[config.mk]
export PLATFORM = sky130hd
export DESIGN_NAME = seq_divider
export DESIGN_NICKNAME = d
export VERILOG_FILES = /design/src/rtl/seq_divider_pkg.sv /design/src/rtl/seq_divider_trial_sub.sv /design/src/rtl/seq_divider.sv
export SDC_FILE = /design/constraint.sdc
export NUM_CORES = 1
export LEC_CHECK = 0
export BUFFER_PORTS_ARGS = -buffer_cell sky130_fd_sc_hd__clkbuf_2
export CAP_MARGIN = 20
export CORE_MARGIN = 8
export CORE_UTILIZATION = 57
export DETAILED_ROUTE_END_ITERATION = 16
export PLACE_DENSITY = 0.82
export SLEW_MARGIN = 15
export SYNTH_ARGS = -nofsm -noshare
export SYNTH_HDL_FRONTEND = slang
export SYNTH_HIERARCHICAL = 1
export SYNTH_SLANG_ARGS = --single-unit
[constraint.sdc]
create_clock -name Clock -period 3.69 [get_ports Clock]
set_input_delay 0.5535 -clock Clock [delete_from_list [all_inputs] [get_ports Clock]]
set_output_delay 0.5535 -clock Clock [all_outputs]
set_load 0.05 [all_outputs]
[src/rtl/seq_divider_pkg.sv]
// Shared constants for the sequential restoring divider: FSM encodings,
// default operand widths and the iteration counter width.
package seq_divider_pkg;

   localparam int N_BITS_DEF = 8;
   localparam int D_BITS_DEF = 4;
   localparam int CNT_W_DEF  = $clog2(N_BITS_DEF + 1);

   typedef enum logic [1:0] {
      S_IDLE = 2'd0,
      S_RUN  = 2'd1,
      S_DONE = 2'd2
   } state_t;

endpackage

[src/rtl/seq_divider_trial_sub.sv]
// Ripple-borrow subtractor used for the per-iteration trial subtraction.
// borrow is the true borrow-out of the chain (a < b), not the diff MSB.
module div_trial_sub #(
   parameter int W = 5
) (
   input  logic [W-1:0] a,
   input  logic [W-1:0] b,
   output logic [W-1:0] diff,
   output logic         borrow
);

   logic chain;

   // Full-subtractor cells rippling the borrow from LSB to MSB
   always_comb begin
      chain = 1'b0;
      diff  = '0;
      for (int i = 0; i < W; i++) begin
         diff[i] = a[i] ^ b[i] ^ chain;
         chain   = (~a[i] & b[i]) | (~a[i] & chain) | (b[i] & chain);
      end
      borrow = chain;
   end

endmodule

[src/rtl/seq_divider.sv]
// Multi-cycle restoring divider: one quotient bit per clock.
// Optional macro SEQ_DIVIDER_DIVZERO_TRAP_EN: a zero divisor skips the
// iterations, finishes in one cycle and raises DivZero. Without it DivZero
// is tied low and a zero divisor simply runs the normal iterations.
module seq_divider
   import seq_divider_pkg::*;
#(
   parameter int N_BITS = N_BITS_DEF,
   parameter int D_BITS = D_BITS_DEF
) (
   input  logic              Clock,
   input  logic              Reset,
   input  logic              Start,
   input  logic [N_BITS-1:0] Dividend,
   input  logic [D_BITS-1:0] Divisor,
   output logic [N_BITS-1:0] Quotient,
   output logic [D_BITS-1:0] Remainder,
   output logic              Busy,
   output logic              Done,
   output logic              DivZero
);

   localparam int            CW   = $clog2(N_BITS + 1);
   localparam logic [CW-1:0] LAST = CW'(N_BITS - 1);

   state_t              state, state_nxt;
   logic [N_BITS-1:0]   q_reg, q_next;
   logic [D_BITS-1:0]   d_reg, p_reg, p_next;
   logic [CW-1:0]       cnt;
   logic [D_BITS:0]     trial_a, trial_b, trial_diff;
   logic                trial_borrow;
   logic                trial_msb_unused;
   logic                accept, last_iter, div_zero_req;

`ifdef SEQ_DIVIDER_DIVZERO_TRAP_EN
   assign div_zero_req = (Divisor == '0);
`else
   assign div_zero_req = 1'b0;
`endif

   // Shift the next dividend bit into the partial remainder and try D
   assign trial_a          = {p_reg, q_reg[N_BITS-1]};
   assign trial_b          = {1'b0, d_reg};
   assign trial_msb_unused = trial_diff[D_BITS];

   div_trial_sub #(.W(D_BITS + 1)) u_trial (
      .a      (trial_a),
      .b      (trial_b),
      .diff   (trial_diff),
      .borrow (trial_borrow)
   );

   assign q_next    = {q_reg[N_BITS-2:0], ~trial_borrow};
   assign p_next    = trial_borrow ? trial_a[D_BITS-1:0] : trial_diff[D_BITS-1:0];
   assign last_iter = (cnt == LAST);

   // State register
   always_ff @(posedge Clock) begin
      if (Reset) state <= S_IDLE;
      else       state <= state_nxt;
   end

   // Next-state logic and Start acceptance
   always_comb begin
      state_nxt = state;
      accept    = 1'b0;
      case (state)
         S_IDLE, S_DONE: begin
            if (Start) begin
               accept    = 1'b1;
               state_nxt = div_zero_req ? S_DONE : S_RUN;
            end
         end
         S_RUN: begin
            if (last_iter) state_nxt = S_DONE;
         end
         default: state_nxt = S_IDLE;
      endcase
   end

   // Operand capture, iteration datapath and result registers
   always_ff @(posedge Clock) begin
      if (Reset) begin
         q_reg     <= '0;
         d_reg     <= '0;
         p_reg     <= '0;
         cnt       <= '0;
         Quotient  <= '0;
         Remainder <= '0;
      end else if (accept) begin
         q_reg <= Dividend;
         d_reg <= Divisor;
         p_reg <= '0;
         cnt   <= '0;
         if (div_zero_req) begin
            Quotient  <= '1;
            Remainder <= Dividend[D_BITS-1:0];
         end
      end else if (state == S_RUN) begin
         q_reg <= q_next;
         p_reg <= p_next;
         cnt   <= cnt + 1'b1;
         if (last_iter) begin
            Quotient  <= q_next;
            Remainder <= p_next;
         end
      end
   end

`ifdef SEQ_DIVIDER_DIVZERO_TRAP_EN
   // Divide-by-zero flag follows the most recently accepted operands
   always_ff @(posedge Clock) begin
      if (Reset)       DivZero <= 1'b0;
      else if (accept) DivZero <= div_zero_req;
   end
`else
   assign DivZero = 1'b0;
`endif

   assign Busy = (state == S_RUN);
   assign Done = (state == S_DONE);

endmodule

==> impl.org, run 1 <==
** Status
- The flow ran to the end, and the final reports show no timing, DRC or antenna violations.

** Floorplanning
- CORE AREA :: 2500 um^2
- The floorplan step defined a die boundary enclosing 4590 um^2.
- The die is 67.7 um tall.
- For this configuration, the core starts out at a cell density of 61.0%.
- The initialized floorplan defines 18 standard-cell rows.
- Ports :: 30
- The die is 67.7 um wide.

** GRT
- Number of global-route vias before repair :: 1291
- The number of antenna violations at the first check in global routing is 0.
- Global routing finished with a remaining overflow of 0.
- All-Layer GR Usage :: 17.0%
- The first global-routing pass estimated 6.06 mm of wire.
- Pin count of the biggest net entering global routing :: 32

** Min path
- The path class of the tightest hold or removal check is in -> reg.

** STA
- Count of final hold-check violations :: 0
- The worst path needs 2690 ps of the cycle, external delays included.
- Final worst-path cycle share :: 72.8%
- Hold timing on the final database bottoms out at a slack of 427 ps.
- Across the routed clock network, the largest skew measured is 13.2 ps.
- Setup violations remaining at the end of the flow were counted as 0.
- The count of final max-slew check failures came to 0.
- Unrepaired setup endpoints after global routing :: false
- Highest clock frequency the design can meet :: 0.372 GHz
- After routing, the total negative slack on setup checks comes to 0 ps.
- Measured against its own limit, the worst slew margin works out to 40.5%.
- At the pin with the least slew margin, the transition time is 891 ps.

** CTS
- Clock slew seen by the registers of the worst setup and hold paths :: 100 ps
- H-tree Lvls :: 2
- # resized after CTS :: 0
- The longest clock path from root to sink contains 2 buffers.
- TritonCTS built the clock tree.
- Number of buffers inserted for hold repair after clock tree synthesis :: 0
- For this design, the sink count on the clock tree is 34.
- Clock latency on the worst-skew pair :: 340 ps
- Cts bufs inserted :: 5
- Cell at the root of the clock tree :: sky130_fd_sc_hd__clkbuf_4
- Buffers added to address setup during post-CTS repair amount to 0.

** Synthesis
- In the post-synthesis netlist, the biggest area contributors are sky130_fd_sc_hd__dfxtp_1, sky130_fd_sc_hd__a21oi_1, sky130_fd_sc_hd__fa_1, sky130_fd_sc_hd__nand3_1, sky130_fd_sc_hd__nand2_1.
- Adder-cell area share of the yosys netlist :: 6.89%
- Mux share of post-synthesis cell area :: 2.63%
- Most instantiated flip-flop cell in the synthesis netlist :: sky130_fd_sc_hd__dfxtp_1
- Yosys warning count :: 6
- The synthesized design contains 34 register bits.
- Post-synthesis area per instance :: 8.92 um^2
- The number of different library cells used by synthesis comes to 35.
- In this run the cell area of the synthesized design comes to 1530 um^2.
- Synth Area in Compound Gates :: 20.1%
- Fraction of synthesized cell area taken by the top area cell type :: 44.6%
- After synthesis, the largest family of logic cells by area is compound AO/OA/AOI/OAI gates.
- The synthesized netlist devotes 15.8% of its cell area to simple gates.
- Sequential-to-total area share from yosys stat :: 44.6%
- Proportion of register bits with asynchronous set or reset after synthesis :: 0%
- In this run, synthesis inferred 0 flip-flops with an integrated enable.
- Yosys instantiated no cell more often than sky130_fd_sc_hd__dfxtp_1.
- Synthesized-area fraction occupied by xor and xnor cells :: 1.15%
- Cell taking the most area after synthesis :: sky130_fd_sc_hd__dfxtp_1
- Synthesis produced 171 cells.
- Ranked by instance count, the synthesized netlist is headed by sky130_fd_sc_hd__dfxtp_1, sky130_fd_sc_hd__a21oi_1, sky130_fd_sc_hd__nand2_1.

** Drt
- DRT iter0 DRCs :: 156
- Average wire length per cell after detail routing :: 15.8 um
- Total routed wirelength :: 3.55 mm
- Number of antenna-violating nets in the routed design :: 0
- Total via count after detailed routing :: 1301
- The first detailed-routing pass ran for 4 iterations.
- Routed via count divided by cell count :: 5.78
- DRC violation count after routing :: 0

** Cells and area
- Filler Cells Inserted :: 200
- The post-route netlist has 21.5% of its cells at a drive strength greater than 1.
- Area grow syn2layout :: 13.8%
- Across the whole layout, storage elements account for 681 um^2.
- Number of diodes added for antenna fixing :: 0
- Total area of multi-input combinational cells :: 717 um^2
- Total Nets Final :: 215

** Pwr
- Dividing total power by cell area gives a power density of 493 nW/um^2.
- Cell internal pwr :: 648 uW
- The share of total power dissipated in sequential elements is 46.2%.
- VDD IR max :: 0.423 mV
- Part of the power in the clock network :: 41.8%
- Net switching share of the total power :: 24.4%
- In this run, the combinational gates consume 12.0% of the power.
- Static leakage :: 0.713 nW
- Power dissipated by switching net loads :: 209 uW

** Place
- Final weighted congestion of routability-driven global placement :: 0.839
- Port buffering added 28 buffers.
- Summed over all nets, the half-perimeter wirelength after detailed placement is 2.42 mm.

** Critical path
- Worst Path Class, Setup :: reg -> reg
- Along the worst path, the maximum fanout reaches 6.
- Element type at the critical path start :: register
- For the worst setup path, the data required time is 3880 ps.
- Critical path arrival :: 2880 ps
- STA classifies the critical path endpoint as a register.

** Flow run
- Max-cap violations in this run came to 0.
## critical path: stages (launching register included)
cell and delay (ps):
sky130_fd_sc_hd__dfxtp_1 370, sky130_fd_sc_hd__inv_1 60, sky130_fd_sc_hd__ha_1 200, sky130_fd_sc_hd__fa_1 390, sky130_fd_sc_hd__fa_1 410, sky130_fd_sc_hd__fa_1 370, sky130_fd_sc_hd__inv_1 70, sky130_fd_sc_hd__fa_1 150
sky130_fd_sc_hd__inv_1 140, sky130_fd_sc_hd__mux2i_1 270, sky130_fd_sc_hd__a211oi_1 110
## cell families after synthesis
family                   after synthesis
multiplexers                           4
AND/OR/NAND/NOR                       48
AO/OA/AOI/OAI                         50
flip-flops                            34
other                                  1
buffers and inverters                 26
XOR/XNOR                               2
adder cells (fa/ha/maj)                6
## area by class of cell
cell class	instances	area share (%)
Inverter	13	2.81
Multi-Input combinational cell	112	41.3
Clock buffer	6	2.96
Clock inverter	2	3.46
Sequential cell	34	39.2
Timing Repair Buffer	28	8.07
Tap cell	30	2.16
## path summary, 6_finish.rpt
check | from | end | slack [ps] | cells after the start
min reg2reg | Quotient[7] | Quotient[7] | 480 | 2
max | q_reg[7] | p_reg[3] | 1000 | 10
max reg2reg | q_reg[7] | p_reg[3] | 1000 | 10
min | Divisor[1] | d_reg[1] | 430 | 3
## metal layers
layer | wire, um | part of all wire, % | GRT usage [%] | vias up
li1 | - | - | - | 633
met1 | 1590 | 45 | 21.4 | 631
met2 | 1740 | 49 | 26.6 | 33
met3 | 185 | 5.2 | 5.63 | 4
met4 | 34 | 0.96 | 6.01 | 0
met5 | 0 | 0 | 0 | -
## cells in the final DEF (no fill, tap or decap), types with 5 or more instances in the layout
master,n
sky130_fd_sc_hd__nand2_1,13
sky130_fd_sc_hd__clkbuf_2,28
sky130_fd_sc_hd__a211oi_1,6
sky130_fd_sc_hd__inv_1,12
sky130_fd_sc_hd__a21oi_1,23
sky130_fd_sc_hd__nor2_1,7
sky130_fd_sc_hd__nor3_1,6
sky130_fd_sc_hd__o21ai_0,8
sky130_fd_sc_hd__dfxtp_1,34
sky130_fd_sc_hd__clkbuf_4,5
sky130_fd_sc_hd__nand3_1,12
## per-stage QoR
stage / instances / setup slack, ps / utilization [%] / cell area [um^2] / power, mW
2_1_floorplan: 172 / 1180 / - / 1530 / 0.485
3_3_place_gp: 217 / 1160 / 65.0 / 1620 / 0.498
3_5_place_dp: 217 / 1050 / 65.0 / 1620 / 0.503
4_1_cts: 225 / 1010 / 69.4 / 1740 / 0.857
5_1_grt: 225 / 817 / 69.4 / 1740 / 0.893
6_report: 225 / 1000 / 69.4 / 1740 / 0.856
## power by group through the flow
| stage | clock [mW] | sequential [mW] | combinational, mW |
|---|---|---|---|
| after floorplan | 0 | 0.400 | 0.0857 |
| after global placement | 0 | 0.402 | 0.0954 |
| after detailed placement | 0 | 0.403 | 0.100 |
| after CTS | 0.360 | 0.395 | 0.102 |
| after global routing | 0.380 | 0.398 | 0.115 |
| final | 0.358 | 0.396 | 0.103 |
Power figures use the tool's default switching activity.
==> inputs of run 2 (changes only) <==
CORE_UTILIZATION = 53   (was 57)
PLACE_DENSITY = 0.77   (was 0.82)
clock period = 2.59 ns   (was 3.69 ns; I/O delays follow)
==> run 2 against run 1 <==
- die area is 5.7% higher
- final area shrank 0.22%
- maximum frequency grew 9.3%
- register-to-register slack worse by 870 ps
- clock power shrank 16%
- clock-buffer cell count grew 1
- sequential share of layout area rose by 0.16 points
- critical path depth is the same
- combinational power grew 63%
- largest power group unchanged
==> impl.org, run 2 (synthesized netlist as in run 1, its figures left out) <==
** GRT
- The total global-route track usage is 14.6% (-2.5 points).
- The pin count of the biggest net entering global routing is 32 (unchanged).
- Antenna violations before repair :: 0 (unchanged)
- Number of global-route vias before repair :: 1274 (-1.3%)
- The first-pass GRT wire length was 5.87 mm (-3.1%).
- The total congestion overflow is 0 (unchanged).

** CTS
- Cts bufs inserted :: 5 (unchanged)
- The maximum clock insertion buffer count came to 2 (unchanged).
- Cell at the root of the clock tree :: sky130_fd_sc_hd__clkbuf_4
- The post-CTS setup-driven buffer insertion count came to 0 (unchanged).
- Clock tree from TritonCTS :: built
- Number of buffers inserted for hold repair after clock tree synthesis :: 0 (unchanged)
- Clock latency on the worst-skew pair :: 330 ps (about the same)
- Number of sinks on the clock net :: 34 (unchanged)
- Clock slew seen by the registers of the worst setup and hold paths :: 100 ps (about the same)
- H-tree Lvls :: 2 (unchanged)

** Critical path
- Worst Path Class, Setup :: reg -> reg
- Required time worst endpoint :: 2840 ps (-1040 ps)
- The data arrival time of the critical path was 2710 ps (-170 ps).
- STA classifies the critical path endpoint as a register.
- Reg-to-reg critical path startpoint :: q_reg[7]
- R2R setup slack :: 130 ps (-870 ps)
- Delay of the slowest cell on the worst path :: 350 ps (-60 ps)
- The endpoint identified for the worst register-to-register timing path is Remainder[0].
- Element type at the critical path start :: register
- Start point of the critical path :: q_reg[7]
- Maximum fanout encountered on the critical timing path :: 6 (unchanged)
- Depth of the worst register-to-register path :: 10 (unchanged)
- Critical Path End :: Remainder[0]
- Standard cell with the maximum stage delay on the critical path :: sky130_fd_sc_hd__dfxtp_2
- Traced cell by cell, the critical path runs through inv_1, ha_1, fa_2, fa_2, fa_2, inv_2, fa_2, inv_4, mux2i_1, a211oi_1.
- The cell that appears most often on the critical path is sky130_fd_sc_hd__fa_2.

** Drt
- Number of antenna-violating nets in the routed design :: 0 (unchanged)
- Total via count after detailed routing :: 1266 (-2.7%)
- Total routed wirelength :: 3.44 mm (-3.2%)
- The routed wire length per instance was 15.1 um (-4.5%).
- DRC violation count after routing :: 0 (unchanged)
- Drt first pass iters :: 4 (unchanged)
- The number of violations reported at the end of detailed-routing iteration 0 is 55 (-65%).
- The average via count per standard cell was 5.55 (-4.0%).

** Pwr
- Static leakage :: 0.695 nW (-2.6%)
- Power dissipated by switching net loads :: 292 uW (+40%)
- The cell internal power dissipation was 740 uW (+14%).
- The share of power burned in registers is 54.6% (+8.4 points).
- VDD IR max :: 0.418 mV (-1.4%)
- Net switching share of the total power :: 28.3% (+3.9 points)
- Power density normalized to cell area :: 596 nW/um^2 (+21%)
- Combinational power share :: 16.3% (+4.3 points)
- Part of the power in the clock network :: 29.2% (-13 points)

** Cells and area
- Most frequent standard cell in the layout excluding fill and tap cells :: sky130_fd_sc_hd__dfxtp_1
- Most frequent cells in the layout :: sky130_fd_sc_hd__dfxtp_1, sky130_fd_sc_hd__clkbuf_2, sky130_fd_sc_hd__a21oi_1, sky130_fd_sc_hd__nand2_1, sky130_fd_sc_hd__nand3_1
- Number of diodes added for antenna fixing :: 0 (unchanged)
- Final Instance Area :: 1730 um^2 (-0.22%)
- Area of all sequential standard cells :: 682 um^2 (+0.18%)
- Filler Cells Inserted :: 245 (+23%)
- The layout net count is 217 (+0.93%).
- The combined area of the multi-input logic cells was 744 um^2 (+3.8%).
- Area grow syn2layout :: 13.5%
- The fraction of final layout cells with drive strength greater than 1 came to 26.4% (+4.9 points).

** Floorplanning
- The floorplan die area came to 4850 um^2 (+5.7%).
- Number of standard-cell rows in the floorplan :: 19 (+1)
- Ports :: 30 (unchanged)
- The initial cell density of the core is 55.3% (-5.7 points).
- Vertical extent of the die :: 69.6 um (+2.8%)
- Die Span X :: 69.6 um (+2.8%)
- The area inside the core boundary is 2760 um^2 (+10%).

** Min path
- The min-delay analysis places its worst path in the category in -> reg.

** STA
- Final Critical Period :: 2460 ps (-228 ps)
- The maximum achievable frequency was 0.406 GHz (+9.3%).
- Max Clock Skew :: 5.21 ps (-8.03 ps)
- Worst slew margin :: 64.6% (+24 points)
- The number of failing setup endpoints in the final timing report is 0 (unchanged).
- The hold violation count in the final report came to 0 (unchanged).
- Actual slew at the worst max-slew pin :: 532 ps (-359 ps)
- Unrepaired setup endpoints after global routing :: false
- The final worst-path cycle share came to 95.0% (+22 points).
- The count of final max-slew check failures is 0 (unchanged).
- The worst hold slack came to 269 ps (-158 ps).

** Place
- The placer congestion estimate is 0.845 (+0.72%).
- Count of port buffers added during placement :: 28 (unchanged)
- Half-perimeter wire length after placement :: 2.37 mm (-2.0%)
- The instance area at placement came to 1640 um^2 (+1.0%).

** Status
- The flow ran to the end, and the final reports show no timing, DRC or antenna violations.

** Flow run
- Max-capacitance violation count :: 0 (unchanged)
## run 2: changes by cell type in the layout (fill, tap and decap cells not counted), moves of 2 or more
cell,change
sky130_fd_sc_hd__fa_2,+4
sky130_fd_sc_hd__bufinv_16,-2
sky130_fd_sc_hd__inv_1,-2
sky130_fd_sc_hd__fa_1,-4
sky130_fd_sc_hd__buf_4,+2
## run 2: final cells by class
class	instances	area share, %
repair buffers	30	8.96
flip-flops and latches	34	39.4
well taps	31	2.24
clock inverters	1	0.289
clock buffers	7	3.18
inverters	13	2.96
multi-input cells	112	43.0
## run 2: worst min path at each step
stage	startpoint	to	slack, ps	cells after the start
3_3_place_gp	d_reg[0]	d_reg[0]	460	2
2_1_floorplan	d_reg[0]	d_reg[0]	440	2
4_1_cts	Divisor[3]	d_reg[3]	250	3
3_5_place_dp	d_reg[0]	d_reg[0]	470	2
6_report	Divisor[3]	d_reg[3]	270	3
5_1_grt	Divisor[2]	d_reg[2]	260	3
## run 2: power groups by stage
stage | sequential, mW | combinational, mW | clock (mW)
floorplan | 0.569 | 0.122 | 0
global placement | 0.573 | 0.141 | 0
detailed placement | 0.574 | 0.147 | 0
CTS | 0.562 | 0.150 | 0.312
global route | 0.567 | 0.183 | 0.337
finish | 0.563 | 0.168 | 0.301
## run 2: through the flow
stage	util (%)	cells	setup slack [ps]	total power, mW	TNS [ps]
after detailed placement	59.5	220	-72.0	0.721	-263
after global routing	62.8	228	27.7	1.09	0
after CTS	61.7	228	20.5	1.02	0
final	62.8	228	130	1.03	0
after global placement	59.5	220	70.5	0.714	0
after floorplan	-	172	82.0	0.691	0
## run 2: critical path: cells and delay by family, from the launching register on
family          cells  cell delay [ps]
compound gates      1              220
fa+ha+maj           5             1470
flops               1              350
mux                 1              140
buf+inv             3              190
## run 2: what timing repair did
item | 4_1_cts | 5_1_grt
endpoints found under the setup margin | 8 | 8
pin swaps | 1 | 4
gates resized for setup | 2 | 9
## run 2: layer usage
metal	vias up	routed length, um	GRT usage (%)
li1	637	-	-
met1	600	1560	17.4
met2	27	1670	23.0
met3	2	198	4.86
met4	0	12	6.70
met5	-	0	0
==> inputs of run 3 (changes only) <==
CORE_ASPECT_RATIO = 1.1   (was not set)
==> run 3 against run 2 <==
- maximum frequency fell by 1.0%
- clock skew rose by 4.2 ps
- clock power rose by 25%
- combinational power fell by 14%
- worst setup slack got worse by 25 ps
==> impl.org, run 3 (synthesized netlist as in run 1, its figures left out) <==
** STA
- Min Hold Slack :: 272 ps (+2.64 ps)
- Unrepaired setup endpoints after global routing :: false
- Actual slew at the worst max-slew pin :: 889 ps (+357 ps)
- Max Clock Skew :: 9.42 ps (+4.20 ps)
- Final worst-path cycle share :: 96.0% (+0.96 points)
- Worst slew margin :: 40.6% (-24 points)
- The maximum achievable frequency came to 0.402 GHz (-1.0%).
- The number of failing setup endpoints in the final timing report came to 0 (unchanged).
- The post-layout worst setup margin came to 105 ps (-24.9 ps).
- The hold violation count in the final report came to 0 (unchanged).
- The minimum clock period is 2490 ps (+24.9 ps).
- The count of final max-slew check failures is 0 (unchanged).

** CTS
- The maximum clock insertion buffer count came to 2 (unchanged).
- Clock slew seen by the registers of the worst setup and hold paths :: 90 ps (about the same)
- Cell at the root of the clock tree :: sky130_fd_sc_hd__clkbuf_4
- The count of hold-fix buffers inserted at cts was 0 (unchanged).
- The sink count of the clock tree is 34 (unchanged).
- The later-pin clock latency in the skew report was 340 ps (about the same).
- The number of CTS-inserted buffers is 5 (unchanged).
- TritonCTS built the clock tree.
- The maximum level of the CTS H-tree came to 2 (unchanged).
- Post-CTS setup repair buffer count :: 0 (unchanged)

** Critical path
- Element type at the critical path start :: register
- STA classifies the critical path endpoint as a register.
- The required time at the worst-slack endpoint was 2840 ps (about the same).
- The biggest fanout along the worst timing path was 6 (unchanged).
- The critical path is of the reg -> reg type.
- Critical path arrival :: 2740 ps (+30 ps)

** Pwr
- VDD IR max :: 0.639 mV (+53%)
- Post-layout total power :: 1.08 mW (+4.9%)
- Power density normalized to cell area :: 631 nW/um^2 (+5.9%)
- Static leakage :: 0.698 nW (+0.52%)

** Cells and area
- The design area is 1710 um^2 (-1.0%).
- Most frequent cells in the layout :: sky130_fd_sc_hd__dfxtp_1, sky130_fd_sc_hd__clkbuf_2, sky130_fd_sc_hd__a21oi_1, sky130_fd_sc_hd__nand2_1, sky130_fd_sc_hd__nand3_1
- The layout net count is 216 (-0.46%).
- The sequential cell area came to 682 um^2 (unchanged).
- Filler Cells Inserted :: 247 (+0.82%)
- Post-route core utilization :: 62.3% (-0.52 points)
- Number of diodes added for antenna fixing :: 0 (unchanged)
- The combined area of the multi-input logic cells came to 719 um^2 (-3.4%).
- The library cell used most frequently in the layout, excluding fill and tap cells, is sky130_fd_sc_hd__dfxtp_1.
- The fraction of final layout cells with drive strength greater than 1 came to 22.4% (-3.9 points).
- Area grow syn2layout :: 12.4%

** Floorplanning
- Number of standard-cell rows in the floorplan :: 20 (+1)
- The area inside the core boundary came to 2750 um^2 (-0.18%).
- Vertical extent of the die :: 72.3 um (+3.8%)
- Ports :: 30 (unchanged)
- Initial Util :: 55.4% (+0.10 points)
- The floorplan die area is 4850 um^2 (about the same).
- Die Span X :: 67.2 um (-3.6%)

** Flow run
- The number of max-cap violations is 0 (unchanged).

** Drt
- The average via count per standard cell came to 5.56 (+0.19%).
- DRT iter0 DRCs :: 96 (+75%)
- DRC violation count after routing :: 0 (unchanged)
- Total routed wirelength :: 3.25 mm (-5.5%)
- The detailed-routing iteration count for the pre-antenna-repair pass came to 4 (unchanged).
- The routed wire length per instance was 14.2 um (-5.9%).
- The residual antenna-violating net count after detailed routing was 0 (unchanged).
- The via count came to 1274 (+0.63%).

** Place
- Placed inst area :: 1640 um^2 (-0.30%)
- Worst-case setup slack after placement :: -21.7 ps (+50.3 ps)
- The detailed placer's ending HPWL came to 2.34 mm (-1.3%).
- The number of I/O port buffers came to 28 (unchanged).
- The placer congestion estimate was 0.857 (+1.4%).

** GRT
- Global-route wire length before repair :: 5.64 mm (-4.0%)
- All-Layer GR Usage :: 15.1% (+0.58 points)
- Antenna violations before repair :: 0 (unchanged)
- The via count of the first global-routing pass came to 1287 (+1.0%).
- The pin count of the biggest net entering global routing is 26 (-19%).
- Total grt overflow :: 0 (unchanged)

** Status
- Status :: finished, final reports clean

** Min path
- Hold/Removal Path Class :: in -> reg
-- run 3: cell types whose count changed in the layout (fill, tap and decap cells not counted), sizes merged --
cell / before / now
clkinv: 1 / 0
buf: 2 / 1
bufinv: 0 / 1
-- run 3: where the power goes --
group          leakage, nW  switching, mW  internal [mW]
sequential           0.277         0.0180          0.545
clock               0.0395          0.170          0.205
combinational        0.381         0.0920         0.0527
-- run 3: area by class of cell --
type | instances | share of cell area, %
Tap cell | 33 | 2.41
Inverter | 13 | 2.85
Clock buffer | 7 | 2.63
Clock inverter | 1 | 1.75
Timing Repair Buffer | 29 | 8.61
Multi-Input combinational cell | 112 | 42.0
Sequential cell | 34 | 39.8
-- run 3: final timing paths --
| kind | from | end | slack (ps) | cells past startpoint |
|---|---|---|---|---|
| hold reg to reg | d_reg[0] | d_reg[0] | 480 | 2 |
| setup / recovery | q_reg[7] | p_reg[2] | 100 | 10 |
| setup reg to reg | q_reg[7] | p_reg[2] | 100 | 10 |
| hold / removal | Divisor[0] | d_reg[0] | 270 | 3 |
-- run 3: metrics by stage --
step | setup TNS, ps | instances
2_1_floorplan | 0 | 172
3_3_place_gp | 0 | 221
3_5_place_dp | -78.4 | 221
4_1_cts | 0 | 229
5_1_grt | 0 | 229
6_report | 0 | 229
-- run 3: repair_timing --
action,in CTS,in global routing
setup endpoints to repair,8,8
pin swaps,0,3
resized for setup,1,2
gates cloned,0,0
-- run 3: critical path, stage by stage (launching register included) --
cell and delay, ps:
sky130_fd_sc_hd__dfxtp_2 350, sky130_fd_sc_hd__inv_1 40, sky130_fd_sc_hd__ha_1 200, sky130_fd_sc_hd__fa_1 380, sky130_fd_sc_hd__fa_2 350, sky130_fd_sc_hd__fa_1 360, sky130_fd_sc_hd__inv_1 70, sky130_fd_sc_hd__fa_1 170
sky130_fd_sc_hd__inv_2 90, sky130_fd_sc_hd__mux2i_1 150, sky130_fd_sc_hd__a211oi_1 240
-- run 3: routing by layer --
layer  global-route usage, %  up-vias  part of all wire (%)
met2                    23.3       32                    49
met3                    6.32        4                   6.4
met1                    17.3      603                    43
met5                       0        -                     0
met4                    7.91        0                   1.8
li1                        -      635                     -
